File: src/rtl/instr_fetch_unit.sv
// Instruction fetch stage: PC, 1-cycle synchronous imem interface, registered instruction and decode fields.
// Optional performance counters are enabled with the FETCH_PERF_CNT_EN macro.
module instr_fetch_unit #(
   parameter logic [31:0] RESET_PC  = 32'h0000_0000,
   parameter logic [31:0] NOP_INSTR = 32'h0000_0013
) (
   input  logic        clk,
   input  logic        rst,
   input  logic        stall,
   input  logic        redirect_valid,
   input  logic [31:0] redirect_pc,
   output logic [31:0] imem_addr,
   input  logic [31:0] imem_rdata,
   output logic        if_valid,
   output logic [31:0] pc_out,
   output logic [31:0] instr_out,
   output logic [6:0]  opcode,
   output logic [4:0]  rd,
   output logic [2:0]  funct3,
   output logic [4:0]  rs1,
   output logic [4:0]  rs2,
   output logic [6:0]  funct7
`ifdef FETCH_PERF_CNT_EN
   ,
   output logic [31:0] fetch_count,
   output logic [31:0] stall_cycles
`endif
);

   localparam logic [31:0] PC_ALIGN_MASK = 32'hFFFF_FFFC;

   // Handshake: there is no valid/ready pair here. The memory answers the
   // address presented in cycle n on imem_rdata in cycle n+1, always.
   // if_valid qualifies pc_out/instr_out; stall freezes every register.

   typedef enum logic [1:0] {
      ACT_RESET,
      ACT_REDIRECT,
      ACT_HOLD,
      ACT_ADVANCE
   } act_t;

   act_t        act;
   logic [31:0] pc_q;
   logic [31:0] pc_resp_q;
   logic        pend_q;

   always_comb begin
      act = ACT_ADVANCE;
      if (rst) begin
         act = ACT_RESET;
      end else if (redirect_valid) begin
         act = ACT_REDIRECT;
      end else if (stall) begin
         act = ACT_HOLD;
      end
   end

   // While stalled, re-present the pending address so the word is still on
   // imem_rdata in the release cycle.
   assign imem_addr = stall ? pc_resp_q : pc_q;

   always_ff @(posedge clk) begin
      case (act)
         ACT_RESET: begin
            pc_q      <= RESET_PC & PC_ALIGN_MASK;
            pc_resp_q <= RESET_PC & PC_ALIGN_MASK;
            pend_q    <= 1'b0;
            if_valid  <= 1'b0;
            pc_out    <= 32'h0000_0000;
            instr_out <= NOP_INSTR;
         end
         ACT_REDIRECT: begin
            pc_q      <= redirect_pc & PC_ALIGN_MASK;
            pend_q    <= 1'b0;
            if_valid  <= 1'b0;
            instr_out <= NOP_INSTR;
         end
         ACT_HOLD: begin
            pc_q      <= pc_q;
            pc_resp_q <= pc_resp_q;
            pend_q    <= pend_q;
            if_valid  <= if_valid;
            pc_out    <= pc_out;
            instr_out <= instr_out;
         end
         default: begin
            instr_out <= pend_q ? imem_rdata : NOP_INSTR;
            pc_out    <= pc_resp_q;
            if_valid  <= pend_q;
            pc_resp_q <= pc_q;
            pend_q    <= 1'b1;
            pc_q      <= pc_q + 32'd4;
         end
      endcase
   end

   assign opcode = instr_out[6:0];
   assign rd     = instr_out[11:7];
   assign funct3 = instr_out[14:12];
   assign rs1    = instr_out[19:15];
   assign rs2    = instr_out[24:20];
   assign funct7 = instr_out[31:25];

`ifdef FETCH_PERF_CNT_EN
   // A fetch is counted when an advance turns a pending response into a valid output.
   always_ff @(posedge clk) begin
      if (act == ACT_RESET) begin
         fetch_count  <= 32'd0;
         stall_cycles <= 32'd0;
      end else begin
         if (act == ACT_ADVANCE && pend_q) begin
            fetch_count <= fetch_count + 32'd1;
         end
         if (act == ACT_HOLD) begin
            stall_cycles <= stall_cycles + 32'd1;
         end
      end
   end
`endif

endmodule
File: config.mk
export PLATFORM = sky130hd
export DESIGN_NAME = instr_fetch_unit
export DESIGN_NICKNAME = d
export VERILOG_FILES = /design/src/rtl/instr_fetch_unit.sv
export SDC_FILE = /design/constraint.sdc
export NUM_CORES = 1
export LEC_CHECK = 0
export CORE_UTILIZATION = 45
export DETAILED_ROUTE_END_ITERATION = 12
export PLACE_DENSITY = 0.79
export SYNTH_ARGS = -nofsm -noshare
export SYNTH_HDL_FRONTEND = slang
export SYNTH_SLANG_ARGS = --single-unit
File: constraint.sdc
create_clock -name clk -period 5.95 [get_ports clk]
set_input_delay 0.8925 -clock clk [delete_from_list [all_inputs] [get_ports clk]]
set_output_delay 0.8925 -clock clk [all_outputs]
set_load 0.03 [all_outputs]
# Yosys cells after proc, flatten, opt, wreduce, memory -nomap -nowiden
# Index checks and enable logic that the tools add are counted.
[totals]
word_cells = 23
output_inout_bits = 129
inputBits = 68
regBits = 130
[classes]
muxes = 11
n_eq_ne = 2
n_addsub = 1
n_reduce_logical = 3
[ops]
columns = ["operator", "n"]
rows = [
  ["$pmux W32 S2", 3],
  ["$pmux W32 S3", 1],
  ["$mux W32", 2],
  ["$add A32 B3 Y32 const B", 1],
  ["$mux W2", 2],
  ["$pmux W1 S2", 2],
  ["$reduce_or A2 Y1", 2],
  ["$eq A2 B1 Y1 const B", 1],
  ["$eq A2 B2 Y1 const B", 1],
  ["$logic_not A2 Y1", 1],
  ["$mux W1", 1],
]

# Depth between registers and ports, before layout
# Gate-level depths: netlist of run 1.
[depth]
word_depth = 6
ltp_mapped = 7
mapped_depth_nobuf = 5

# Least setup slack after synthesis of run 1
# OpenSTA, ideal clock, no wires.
[synth_path]
path_kind = "input to register"
startpoint = "input redirect_valid"
endpoint = "register pc_out[10] (enable)"
slack_ns = 1.326
arrival_ns = 4.134
path_buffers = 2
path_stages = 3
required_ns = 5.460
cell_sequence = "clkbuf_1 -> buf_1 -> o21bai_1"
[synth_between]
elab_chain_len = 4
elab_cells_between_ends = 5
[synth_lines]
columns = ["element", "line_no", "text"]
rows = [
  ["from (decl)", "10", "input logic redirect_valid,"],
  ["$mux W2 (*)", "52", "end else if (redirect_valid) begin"],
  ["$mux W2 (*)", "50", "if (rst) begin"],
  ["$eq A2 B2 Y1 / $eq A2 B1 Y1 (equally long branches)", "64", "case (act)"],
  ["$reduce_or A2 Y1 (no line) (*)", "n/a", ""],
  ["to (signal assigned)", "84", "pc_out <= pc_out;"],
  ["to (signal assigned)", "89", "pc_out <= pc_resp_q;"],
  ["to (decl)", "15", "output logic [31:0] pc_out,"],
]
# Every way passes the cells marked *; elsewhere a longest branch is shown, timed or not.
# A chain may end at the register's enable or synchronous reset.

# Worst setup path in the final report of run 1
[layout_path]
startpoint = "input stall"
endpoint = "output imem_addr[30]"
[layout_between]
elab_chain_len = 1
[layout_lines]
columns = ["element", "line_no", "text"]
rows = [
  ["from (decl)", "9", "input logic stall,"],
  ["$mux W32", "61", "assign imem_addr = stall ? pc_resp_q : pc_q;"],
  ["to (decl)", "12", "output logic [31:0] imem_addr,"],
]
# Every way passes these cells.

==> reports/metrics.yaml, run 1 <==
status: "finished clean"
cts-root-buf: "clkbuf_16"
initial_core_util: 0.4615
min_path_type: "reg -> reg"
min_from: "pc_resp_q[28]$_SDFFCE_PN0N_"
finish.utilization: 0.6370
end_kind: "primary output"
power_leakage_nw: 3.111
r2r_cells: 4
power_mw: 2.528
cp.buffers_inverters: 2
worstSetupStartpoint: "stall"
syn_area_um2: 6111
wl_per_cell_um: 17.71
final_cells: 828
fin_crit_ns: 3.492
slew_viol_final: 0
skew_ns: 0.006289
cts_resized: 0
antenna_found_initial: 0
fin_area_um2: 8436
max_slew_margin: 0.3658
cts.path.max_buffers: 2
worst_slew_pin_slew_ns: 0.9480
grt_pass1_wl_um: 23180
avgSynthCellArea_um2: 12.32
hpwl_um: 9801
ys_ff_latch: 124
insertion_delay_ns: 0.42
register_area_um2: 3724
grt_overflow: 0
crit-reg2reg-launch: "pc_q[7]$_DFFE_PP_"
fill_cells: 1021
pin_count: 197
num_vias: 4417
clock_sinks: 124
start_kind: "input pin"
die_y_um: 118.5
crit_required_ns: 5.06
die_x_um: 118.5
synth_cell_types: 47
grt_use_total: 0.2160
slowest_delay_ns: 0.63
setup_slack_ns: 2.458
area_growth_pct: 38.04
fin_worst_hold_slack_ns: 0.5600
cts_htree_levels: 4
pre_cts_ws_ns: 2.448
slowest_stage: "buf_2"
mostFrequentLayoutCells: "188 x clkdlybuf4s50_1, 124 x edfxtp_1, 57 x nor2b_1, 35 x and3_1, 30 x nor2_1"
period_share: 0.5869
setup_viol: 0
fin_tns_setup_ns: 0
portBuffers: 190
drcViolationCount: 0
post-cts-setup-buffers: 0
syn_inst: 496
dr.pass1.iters: 4
vias_per_cell: 5.335
synth-async-reset-ratio: 0
cp_top_family: "buffers and inverters"
nNetsFinal: 711
wirelength_um: 14670
grt_max_degree: 66
num_antenna_cells: 0
drive_above_1_share: 0.1028
ir_drop_uv: 223.6
die_area_um2: 14050
cap_violations: 0
holdBufCountCts: 0
placed_cells: 799
r2r_slack_ns: 3.58
path_max_fanout: 35
rows: 42
critPathKind: "in -> out"
yosysSeqAreaShare: 0.6093
hold_path_depth: 1
grt_pass1_vias: 4428
path_clk_slew_ns: 0.05
arrival_ns: 2.60
placed_cell_area_um2: 7878
yosysWarnings: 0
rr_endpoint: "pc_q[28]$_DFFE_PP_"
crit_chain: "buf_2, mux2_2, clkdlybuf4s50_1"
ant_nets: 0
mostFrequentLayoutCell: "clkdlybuf4s50_1"
drt_first_iter_violations: 393
multiInputGateArea_um2: 1982
fmax_mhz: 286.4
cts_made_buffers: 17
synth_ff_type: "edfxtp_1"
synth_edf_count: 124
whs_endpoint: "pc_out[28]$_SDFFCE_PN0N_"
fp.coreArea_um2: 13240
hold_violations: 0
gp_congestion: 0.7850
cts_tree: "built"
rsz0062_at_grt: "no"
power_density_nw_per_um2: 299.7
[how the worst max path moves through the flow]
stage          cells after the start                        to  slack, ns
2_1_floorplan                      3  pc_out[10]$_SDFFCE_PN0N_       1.33
3_3_place_gp                       3             imem_addr[30]       2.47
3_5_place_dp                       3             imem_addr[30]       2.45
4_1_cts                            3             imem_addr[25]       2.44
5_1_grt                            3             imem_addr[20]       2.36
6_report                           3             imem_addr[30]       2.46
[cell type report]
| class | instances | area share |
|---|---|---|
| clock buffers | 18 | 0.05088 |
| well taps | 176 | 0.02610 |
| inverters | 6 | 0.002670 |
| repair buffers | 195 | 0.2287 |
| flip-flops and latches | 124 | 0.4414 |
| clock inverters | 11 | 0.01528 |
| multi-input cells | 298 | 0.2349 |
[synth_stat cells (2+ instances only)]
library cell | n | share of area
nand4_1 | 11 | 0.011
and3_1 | 35 | 0.036
edfxtp_1 | 124 | 0.61
and4_1 | 4 | 0.0057
nand3_1 | 14 | 0.011
xnor2_1 | 4 | 0.0057
a211oi_1 | 10 | 0.012
xor2_1 | 6 | 0.0086
nor2_1 | 31 | 0.019
a21oi_1 | 4 | 0.0033
or4_1 | 6 | 0.0074
nor4_1 | 7 | 0.0072
inv_1 | 5 | 0.0031
clkbuf_1 | 30 | 0.018
nor3_1 | 4 | 0.0033
buf_4 | 36 | 0.044
o21bai_1 | 3 | 0.0037
nand2_1 | 14 | 0.0086
o21ai_0 | 12 | 0.0098
mux2_2 | 27 | 0.050
a311oi_1 | 8 | 0.011
o31a_1 | 2 | 0.0029
nor2b_1 | 57 | 0.058
or3_1 | 9 | 0.0092
buf_1 | 3 | 0.0018
and2_1 | 3 | 0.0031
a32oi_1 | 2 | 0.0029
nand2b_1 | 3 | 0.0031
o211ai_1 | 3 | 0.0037
o31ai_1 | 2 | 0.0025
[registers in the layout, summed over array words and instances, names as in the netlist]
name       count
pc_q          30
instr_out     32
pc_out        30
if_valid       1
pc_resp_q     30
pend_q         1
[cell families (layout without fill, tap and decap cells)]
family	Yosys count	after routing	synth area share
AOI/OAI and AO/OA	52	52	0.06122
xor gates and xnor gates	10	10	0.01433
adders and majority gates	1	1	0.002047
buffers and inverters	77	230	0.07084
DFF	124	124	0.6093
muxes	28	28	0.05139
other	1	4	0.0006137
and+or+nand+nor	203	203	0.1902
[power by group]
part | leakage [nW] | internal (mW) | total, mW | switching [mW]
Clock | 0.274 | 0.642 | 0.998 | 0.356
Combinational | 1.48 | 0.194 | 0.431 | 0.237
Sequential | 1.36 | 1.04 | 1.10 | 0.0560
Total | 3.11 | 1.88 | 2.53 | 0.649
[worst register-to-register path, cell delays in order, from the launching register on]
cell and delay [ns]:
edfxtp_1 0.49, nand3_2 0.20, or4_4 0.71, or4_1 0.54, a311oi_1 0.26
[per-layer routing]
metal | share of wire | GRT usage | wire [um]
met3 | 0.046 | 0.05405 | 675
met4 | 0.014 | 0.08228 | 209
met2 | 0.52 | 0.3516 | 7612
met5 | 0 | 0 | 0
met1 | 0.42 | 0.2777 | 6169
(Power assumes the default switching activity.)
==> run 2: changes to the inputs <==
Settings changed: CORE_UTILIZATION 45 to 42, PLACE_DENSITY 0.79 to 0.78.
Clock period 5.95 ns to 2.9 ns, I/O delays scaled along.
==> run 2 against run 1 <==
Worst hold slack worse by 0.0026 ns. Combinational power up 110%. Non-clock buffer count grew 4. Critical path type unchanged. Largest power group is now the clock network.
==> reports/metrics.yaml, run 2 (synthesized netlist as in run 1, its figures left out) <==
cts_htree_levels: 4
slew_viol_final: 0
finish.utilization: 0.6110
drive_above_1_share: 0.1214
die_y_um: 122.6
die_area_um2: 15040
grt_overflow: 0
fin_tns_setup_ns: 0
dr.pass1.iters: 5
largest_register: "instr_out"
clkPwrFrac: 0.422
rsz0062_at_grt: "no"
min_path_type: "reg -> reg"
sequentialPowerShare: 0.415
cts-root-buf: "clkbuf_16"
path_clk_slew_ns: 0.06
grt_pass1_vias: 4178
post-cts-setup-buffers: 0
clock_sinks: 124
vias_per_cell: 5.260
fin_crit_ns: 2.595
hold_violations: 0
combPwrFrac: 0.163
num_vias: 4418
critPathKind: "in -> out"
initial_core_util: 0.4352
cts_tree: "built"
drt_first_iter_violations: 306
drcViolationCount: 0
end_kind: "primary output"
wirelength_um: 14340
power_leakage_nw: 3.182
nNetsFinal: 715
path_max_fanout: 35
hpwl_um: 9987
setup_viol: 0
wl_per_cell_um: 17.07
antenna_found_initial: 1
mostFrequentLayoutCell: "clkdlybuf4s50_1"
area_growth_pct: 40.40
cts.path.max_buffers: 2
cts_resized: 0
fmax_mhz: 385.4
ant_nets: 0
grt_use_total: 0.1912
gp_congestion: 0.8413
fill_cells: 1071
grt_pass1_wl_um: 21440
die_x_um: 122.6
crit_required_ns: 2.47
ir_drop_uv: 331.0
insertion_delay_ns: 0.42
status: "finished clean"
mostFrequentLayoutCells: "184 x clkdlybuf4s50_1, 124 x edfxtp_1, 57 x nor2b_1, 35 x and3_1, 30 x nor2_1"
cap_violations: 0
skew_ns: 0.005994
internal-power_mw: 4.063
power_density_nw_per_um2: 633.1
p_switching_mw: 1.369
portBuffers: 190
fp.coreArea_um2: 14040
holdBufCountCts: 0
max_slew_margin: 0.4891
grt_max_degree: 61
pin_count: 197
largest_register_ffs: 32
cts_made_buffers: 17
period_share: 0.8947
swShare: 0.2520
rows: 43
arrival_ns: 2.16
worst_slew_pin_slew_ns: 0.7593
start_kind: "input pin"
run 2: routing by layer:
metal / global-route usage / up-vias / part of all wire
li1: - / 2109 / -
met1: 0.2387 / 2112 / 0.40
met2: 0.3118 / 174 / 0.51
met3: 0.05112 / 23 / 0.069
met4: 0.08232 / 0 / 0.020
met5: 0 / - / 0
run 2: worst max-delay path, cell delays in order:
cell,delay (ns)
clkdlybuf4s50_1,0.51
buf_12,0.22
mux2_2,0.37
clkdlybuf4s50_1,0.59
run 2: power groups by stage:
stage          Clock (mW)  Combinational [mW]  Sequential (mW)
2_1_floorplan           0               0.435             2.36
3_3_place_gp            0               0.875             2.28
3_5_place_dp            0               0.889             2.29
4_1_cts              2.33               0.893             2.25
5_1_grt              2.41               0.936             2.27
6_report             2.29               0.887             2.25
run 2: worst paths after layout:
kind | slack, ns | endpoint | startpoint | depth (start not counted)
max | 0.31 | imem_addr[25] | stall | 4
min | 0.56 | pc_out[5]$_SDFFCE_PN0N_ | pc_resp_q[5]$_SDFFCE_PN0N_ | 1
max reg2reg | 0.53 | pc_q[28]$_DFFE_PP_ | pc_q[8]$_DFFE_PP_ | 4
min reg2reg | 0.56 | pc_out[5]$_SDFFCE_PN0N_ | pc_resp_q[5]$_SDFFCE_PN0N_ | 1
run 2: area by class of cell:
class,instances,area (um2),area share
flip-flops and latches,124,3724,0.4340
multi-input cells,298,1982,0.2310
repair buffers,199,1977,0.2304
clock buffers,17,425.4,0.04958
well taps,180,225.2,0.02625
clock inverters,15,221.5,0.02581
inverters,6,22.52,0.002625
diodes,1,2.502,0.0002917
run 2: metrics by stage:
stage | power [mW] | setup slack [ns] | cells | instance area, um2 | hold slack [ns]
after floorplan | 2.793 | 0.5719 | 499 | 6136 | 0.5304
after CTS | 5.472 | 0.3049 | 839 | 8577 | 0.5600
after global placement | 3.156 | 0.3224 | 807 | 7930 | 0.5421
after detailed placement | 3.176 | 0.3096 | 807 | 7930 | 0.5438
final | 5.432 | 0.3055 | 840 | 8579 | 0.5573
after global routing | 5.618 | 0.2610 | 840 | 8579 | 0.5878
